`config.mk`:
```
export PLATFORM = sky130hd
export DESIGN_NAME = clk_align_scheduler
export DESIGN_NICKNAME = d
export VERILOG_FILES = /design/src/rtl/clk_align_scheduler.sv
export SDC_FILE = /design/constraint.sdc
export NUM_CORES = 1
export LEC_CHECK = 0
export BUFFER_PORTS_ARGS = -buffer_cell sky130_fd_sc_hd__buf_2
export CORE_ASPECT_RATIO = 1.5
export CORE_UTILIZATION = 25
export DETAILED_ROUTE_END_ITERATION = 10
export PLACE_DENSITY = 0.37
export SYNTH_ARGS = -nofsm -noshare
export SYNTH_HDL_FRONTEND = slang
export SYNTH_SLANG_ARGS = --single-unit
```
`constraint.sdc`:
```
create_clock -name clk -period 4.4 [get_ports clk]
set_clock_uncertainty 0.15 [all_clocks]
set_input_delay 0.22 -clock clk [delete_from_list [all_inputs] [get_ports clk]]
set_output_delay 0.22 -clock clk [all_outputs]
set_load 0.01 [all_outputs]
```
`src/rtl/clk_align_scheduler.sv`:
```
// Clock-enable scheduler: derives NUM_CH divided, edge-aligned square waves and
// strobes from one base clock, with a start/stop handshake and graceful drain.
module clk_align_scheduler #(
  parameter int NUM_CH = 3,
  parameter int DIVW   = 8
) (
  input  logic                   clk,
  input  logic                   rst,
  input  logic                   start,
  input  logic                   stop,
  input  logic [NUM_CH*DIVW-1:0] div_cfg,
  output logic                   busy,
  output logic                   running,
  output logic                   done,
  output logic                   cfg_err,
  output logic [NUM_CH-1:0]      div_clk,
  output logic [NUM_CH-1:0]      en_pulse,
  output logic                   all_aligned,
  output logic [1:0]             dbg_state
);

  // Request semantics: start and stop are single-cycle levels with no ready;
  // start is honoured only in IDLE (winning over stop there), stop only in RUN.
  // A request presented in any other state is dropped, never queued.
  typedef enum logic [1:0] {
    S_IDLE  = 2'd0,
    S_ALIGN = 2'd1,
    S_RUN   = 2'd2,
    S_DRAIN = 2'd3
  } state_t;

  state_t state, state_next;

  logic [DIVW-1:0]   div_q  [NUM_CH];
  logic [DIVW-1:0]   div_d  [NUM_CH];
  logic [DIVW-1:0]   cnt_q  [NUM_CH];
  logic [DIVW-1:0]   cnt_d  [NUM_CH];
  logic [NUM_CH-1:0] frozen_q, frozen_d;
  logic [NUM_CH-1:0] at_end;
  logic [NUM_CH-1:0] bad_cfg;
  logic              done_q, done_d;
  logic              cfg_err_q, cfg_err_d;
  logic [NUM_CH-1:0] div_clk_q, div_clk_d;
  logic [NUM_CH-1:0] en_pulse_q, en_pulse_d;
  logic              all_aligned_q, all_aligned_d;
  logic              act_next;

  // State register
  always_ff @(posedge clk) begin
    if (rst) state <= S_IDLE;
    else     state <= state_next;
  end

  // Next-state logic
  always_comb begin
    state_next = state;
    case (state)
      S_IDLE:  if (start) state_next = S_ALIGN;
      S_ALIGN: state_next = S_RUN;
      S_RUN:   if (stop) state_next = S_DRAIN;
      S_DRAIN: if (done_q) state_next = S_IDLE;
      default: state_next = S_IDLE;
    endcase
  end

  // FSM outputs
  always_comb begin
    busy      = (state != S_IDLE);
    running   = (state == S_RUN);
    done      = done_q;
    dbg_state = state;
  end

  // Per-channel counter datapath; ratios are latched only while aligning.
  always_comb begin
    for (int i = 0; i < NUM_CH; i++) begin
      bad_cfg[i]  = (div_cfg[i*DIVW +: DIVW] < DIVW'(2));
      at_end[i]   = (cnt_q[i] == div_q[i] - DIVW'(1));
      div_d[i]    = div_q[i];
      cnt_d[i]    = cnt_q[i];
      frozen_d[i] = frozen_q[i];
      case (state)
        S_ALIGN: begin
          div_d[i]    = bad_cfg[i] ? DIVW'(2) : div_cfg[i*DIVW +: DIVW];
          cnt_d[i]    = '0;
          frozen_d[i] = 1'b0;
        end
        S_RUN: begin
          cnt_d[i] = at_end[i] ? '0 : cnt_q[i] + DIVW'(1);
        end
        S_DRAIN: begin
          // Finish the current period, then hold without a new rising edge.
          if (!frozen_q[i]) begin
            if (at_end[i]) begin
              frozen_d[i] = 1'b1;
              cnt_d[i]    = '0;
            end else begin
              cnt_d[i] = cnt_q[i] + DIVW'(1);
            end
          end
        end
        default: begin
          cnt_d[i]    = '0;
          frozen_d[i] = 1'b0;
        end
      endcase
    end
  end

  always_comb begin
    cfg_err_d = cfg_err_q;
    if (state == S_ALIGN) cfg_err_d = |bad_cfg;
  end

  // Done pulses one cycle after the last channel froze; the FSM leaves on it.
  always_comb begin
    done_d = (state == S_DRAIN) && (&frozen_q) && !done_q;
  end

  // Channel outputs are computed from next-cycle values and registered.
  always_comb begin
    act_next = (state_next == S_RUN) || (state_next == S_DRAIN);
    for (int i = 0; i < NUM_CH; i++) begin
      div_clk_d[i]  = act_next && !frozen_d[i] && (cnt_d[i] < (div_d[i] >> 1));
      en_pulse_d[i] = act_next && !frozen_d[i] && (cnt_d[i] == '0);
    end
    all_aligned_d = act_next && !(&frozen_d) && (&(en_pulse_d | frozen_d));
  end

  always_ff @(posedge clk) begin
    if (rst) begin
      for (int i = 0; i < NUM_CH; i++) begin
        div_q[i] <= '0;
        cnt_q[i] <= '0;
      end
      frozen_q      <= '0;
      done_q        <= 1'b0;
      cfg_err_q     <= 1'b0;
      div_clk_q     <= '0;
      en_pulse_q    <= '0;
      all_aligned_q <= 1'b0;
    end else begin
      for (int i = 0; i < NUM_CH; i++) begin
        div_q[i] <= div_d[i];
        cnt_q[i] <= cnt_d[i];
      end
      frozen_q      <= frozen_d;
      done_q        <= done_d;
      cfg_err_q     <= cfg_err_d;
      div_clk_q     <= div_clk_d;
      en_pulse_q    <= en_pulse_d;
      all_aligned_q <= all_aligned_d;
    end
  end

  assign cfg_err     = cfg_err_q;
  assign div_clk     = div_clk_q;
  assign en_pulse    = en_pulse_q;
  assign all_aligned = all_aligned_q;

endmodule

```
==> results list <==
* Worst Hold Class: in -> reg
* Adder-cell share of the synthesized area: under 10%
* Fin. max-slew vios: 0
- Once the floorplan was initialized, standard cells occupied approximately a quarter of the core.
* Overall via count from detail_route: 3956
* Dominant combinational cell family by area after synthesis: simple AND/OR/NAND/NOR gates
* Avg Inst Size Synth: about 7.9 sq um
- Clock slew seen by the registers of the worst setup and hold paths: approximately 0.060 ns
- Mean routed wirelength per cell: roughly 17 microns
- Post-route setup TNS: 0 ns
- Clock tree synthesis selected as its root buffer the cell sky130_fd_sc_hd__clkbuf_16.
- X dimension of the die: 108 microns
* Synthesized cell area: 0.00419 sq mm
* Finish-stage setup viols: 0
* Lkg Pwr: 2.03 nW
- Number of sinks handled by clock tree synthesis: just over 60
- After floorplanning, the core was divided into 57 placement rows.
- The synthesized netlist devotes about 28% of its cell area to simple gates.
- At the worst endpoint, the required time is between 4 and 5 ns.
- Top library cells by usage in the layout, fill and taps aside: 77 x sky130_fd_sc_hd__nor2_1, 62 x sky130_fd_sc_hd__dfxtp_1, 40 x sky130_fd_sc_hd__buf_2, 29 x sky130_fd_sc_hd__nand2_1, 27 x sky130_fd_sc_hd__nor3_1
- Number of clock buffers inserted by TritonCTS: 9
* Share of the synthesized area in compound gates (AO/OA/AOI/OAI): between 15 and 20%
* Number of flops mapped to enable cells by yosys: 0
- TritonCTS built the clock tree.
- In this run, post-CTS hold repair placed 4 buffers.
- Power density over the cells: 346 mW/mm^2
- The number of antenna violations at the first check in global routing was 0.
- Net Switching: about 0.00046 W
- The floorplan step defined a die boundary enclosing 0.0173 sq mm.
- Number of buffers added for setup after CTS: 0
* Crit share post-route: between 80% and 90%
- Entering global routing, the biggest net connects 45 pins.
* Source-to-sink clock delay at the later pin of the worst-skew pair: about 0.33 ns
* Total core area: around 0.016 sq mm
- CP Data Arrival Time: around 3.9 ns
- During synthesis, Yosys emitted a total of 0 warnings.
- The finished cells cover roughly 0.0050 sq mm.
- Of the post-synthesis cell area, the part taken by muxes is approximately 4.5%.
* Synthesized Nets: approximately 580
- For this block, the initial DRC count from the detailed router was ~170.
* Fin worst setup slack: 0.578 ns
- In this run, synthesis produced a sequential element count of 62.
- Power Internal: ~0.0013 W
- Worst-case hold slack: ~0.027 ns
* Relative contribution of the clock network to total power: 46.5%
* Total cell area at the placement stage: about 0.0046 sq mm
- Synthesis instantiated between 60 and 70 different standard cells from the library.
- Time the worst path needs with I/O delays and setup: between 3 and 4 ns
- For the pin with the worst max-slew slack, the measured transition is between 0.8 and 0.9 ns.
* Relative max-transition margin: between 40% and 50%
- The first global-routing pass estimated roughly 21 mm of wire.
- Detailed-routing iteration count for the pre-antenna-repair pass: 4
- Maximum net fanout on the critical path: 10
- Longest Clk Path Bufs: 2
* Xor and xnor fraction of the mapped netlist area: between 7 and 8%
- The via count of the first global-routing pass was about 4000.
- The count of nets left with antenna violations once routing finished came out at 0.
- Critical setup path kind: reg -> reg
- GP Congestion: between 0.7 and 0.8
* H-tree level count: 3
- Upper clock frequency limit: 0.262 GHz
- Summed over all layers, the global routing overflow is 0.
- The count of buffers added on input and output ports is 40.
- The area growth from synthesis to layout is 18.2%.
- The floorplan step set the die height to around 160 microns.
- Net switching is between 20% and 30% of the power.
- In this run the count of I/O pins placed on the die edge is 41.
- The post-route netlist has 12.7% of its cells at a drive strength greater than 1.
- Global routing used ~16% of the available tracks.
- Number of buffer and inverter instances along the worst setup path: 2
* RSZ-0062 raised after global routing: no
- Sequential cells were found to cover just under 30% of the synthesized design area.
- Synthesis produced a netlist whose cell count is 530.
- The library cell used most frequently in the layout, excluding fill and tap cells, is sky130_fd_sc_hd__nor2_1.
- Before CTS, the worst setup slack after placement is about 0.6 ns.
- In the routed layout, each cell is associated on average with a via count of just over 5.
- DRC viols: 0
* Antenna cells: 0
- Outcome: finished clean
- Total number of nets in the final design: 613
- Share of power burned in registers: a little over a third
* # resized after CTS: 0
- The number of endpoints with negative hold slack in the final report is 0.
* Startpoint type of the worst setup path: register
- Family with the most delay on the worst path: compound AO/OA/AOI/OAI gates
- Across the run, the number of max-cap violations was 0.
- Kind of end point of the critical path: register
* Maximum vdd ir drop: approximately 0.19 mV
- Worst-path cell with the longest stage delay: sky130_fd_sc_hd__nor4_1
- On the worst path, the slowest cell contributes a delay of around 0.48 ns.
- Commonest register cell after synthesis: sky130_fd_sc_hd__dfxtp_1
* Asr flop ratio synth: 0%
- Sum of net half-perimeters after detailed placement: around 10 mm
- After detailed routing, the total wire length is 13.1 mm.
- At the end of the flow the core is filled with cells to a little under a third.
- Comb pwr share: 17.5%
- Ordered list of cells on the worst path: inv_1 > ha_1 > o311a_1 > nor4_1 > o21ai_1 > o21ai_1 > buf_4 > nor2_1 > ha_1 > a211o_1 > a2111oi_0 > a21oi_1 > nor3_1
## layout make-up
class                   count  area, sq um
clock buffers              13          270
clock inverters             3         65.1
fillers                  1723        11400
inverters                  20         75.1
multi-input cells         418         2760
flip-flops and latches     62         1240
well taps                 206          258
repair buffers             50          285
## worst reg2reg max path: cells and delay by family, from the launching register on
kind / cells / cell delay, ns
compound gates: 6 / 1.64
buf+inv: 2 / 0.27
fa+ha+maj: 2 / 0.58
simple gates: 3 / 0.70
flops: 1 / 0.42
## synth_stat cells (3+ instances only)
| library cell | count | area (sq um) |
|---|---|---|
| sky130_fd_sc_hd__nor2_1 | 77 | 289 |
| sky130_fd_sc_hd__dfxtp_1 | 62 | 1240 |
| sky130_fd_sc_hd__nand2_1 | 29 | 109 |
| sky130_fd_sc_hd__clkbuf_1 | 27 | 101 |
| sky130_fd_sc_hd__nor3_1 | 27 | 135 |
| sky130_fd_sc_hd__a21oi_1 | 25 | 125 |
| sky130_fd_sc_hd__ha_1 | 24 | 300 |
| sky130_fd_sc_hd__inv_1 | 20 | 75.1 |
| sky130_fd_sc_hd__xor2_1 | 20 | 175 |
| sky130_fd_sc_hd__mux2i_1 | 19 | 190 |
| sky130_fd_sc_hd__o21ai_0 | 16 | 80.1 |
| sky130_fd_sc_hd__nor2b_1 | 15 | 93.8 |
| sky130_fd_sc_hd__xnor2_1 | 14 | 123 |
| sky130_fd_sc_hd__nand3_1 | 13 | 65.1 |
| sky130_fd_sc_hd__nand2b_1 | 11 | 68.8 |
| sky130_fd_sc_hd__nand4_1 | 11 | 68.8 |
| sky130_fd_sc_hd__nor4_1 | 10 | 62.6 |
| sky130_fd_sc_hd__o21a_1 | 7 | 52.6 |
| sky130_fd_sc_hd__a21o_1 | 6 | 45.0 |
| sky130_fd_sc_hd__and3_1 | 6 | 37.5 |
| sky130_fd_sc_hd__and2_1 | 5 | 31.3 |
| sky130_fd_sc_hd__o2111ai_1 | 5 | 43.8 |
| sky130_fd_sc_hd__a2111oi_0 | 4 | 35.0 |
| sky130_fd_sc_hd__a22o_1 | 4 | 35.0 |
| sky130_fd_sc_hd__a22oi_1 | 4 | 30.0 |
| sky130_fd_sc_hd__a31oi_1 | 4 | 25.0 |
| sky130_fd_sc_hd__nand4b_1 | 4 | 35.0 |
| sky130_fd_sc_hd__o21ai_1 | 4 | 20.0 |
| sky130_fd_sc_hd__a211o_1 | 3 | 26.3 |
| sky130_fd_sc_hd__a221oi_1 | 3 | 26.3 |
| sky130_fd_sc_hd__a31o_2 | 3 | 26.3 |
| sky130_fd_sc_hd__and3b_1 | 3 | 26.3 |
| sky130_fd_sc_hd__o211ai_1 | 3 | 22.5 |
| sky130_fd_sc_hd__o221ai_1 | 3 | 26.3 |
## cells by family (layout without fill, tap and decap cells)
group,count (synthesis),count (layout)
AOI/OAI and AO/OA,115,115
xor gates and xnor gates,34,34
adders and majority gates,24,24
buffers and inverters,50,86
DFF,62,62
muxes,19,19
and+or+nand+nor,226,226
## state kept, by name, summed over array words and instances (netlist names)
signal / flops
cnt_q: 24
frozen_q: 3
all_aligned: 1
done: 1
dbg_state: 2
div_q: 24
cfg_err: 1
en_pulse: 3
div_clk: 3
## power by group through the flow
stage | Combinational, W | Sequential [W] | Clock [W]
after detailed placement | 0.000302 | 0.000630 | 0
after CTS | 0.000307 | 0.000618 | 0.000819
after global routing | 0.000341 | 0.000622 | 0.000842
after global placement | 0.000303 | 0.000631 | 0
after floorplan | 0.000212 | 0.000622 | 0
final | 0.000301 | 0.000618 | 0.000797
## final timing paths
path / startpoint / end / slack [ns] / depth (start not counted)
max: div_q[0][0]$_SDFFE_PP0N_ / div_clk[0]$_SDFF_PP0_ / 0.58 / 13
min: div_cfg[21] / div_q[0][21]$_SDFF_PP0_ / 0.03 / 3
min reg2reg: frozen_q[1]$_SDFF_PP0_ / done$_SDFF_PP0_ / 0.36 / 2
max reg2reg: div_q[0][0]$_SDFFE_PP0N_ / div_clk[0]$_SDFF_PP0_ / 0.58 / 13
## metrics by stage
stage	std cells	total power [W]
global route	772	0.00181
floorplan	530	0.000833
global placement	752	0.000934
CTS	772	0.00174
finish	772	0.00172
detailed placement	752	0.000933
## routing by layer
metal	vias up	wire length (microns)	global-route usage, %
li1	1994	-	-
met1	1871	5210	17.1
met3	20	373	2.56
met5	-	0	0
met2	71	7100	30.2
met4	0	379	6.97
Note: power is estimated with default switching activity, not from simulation.
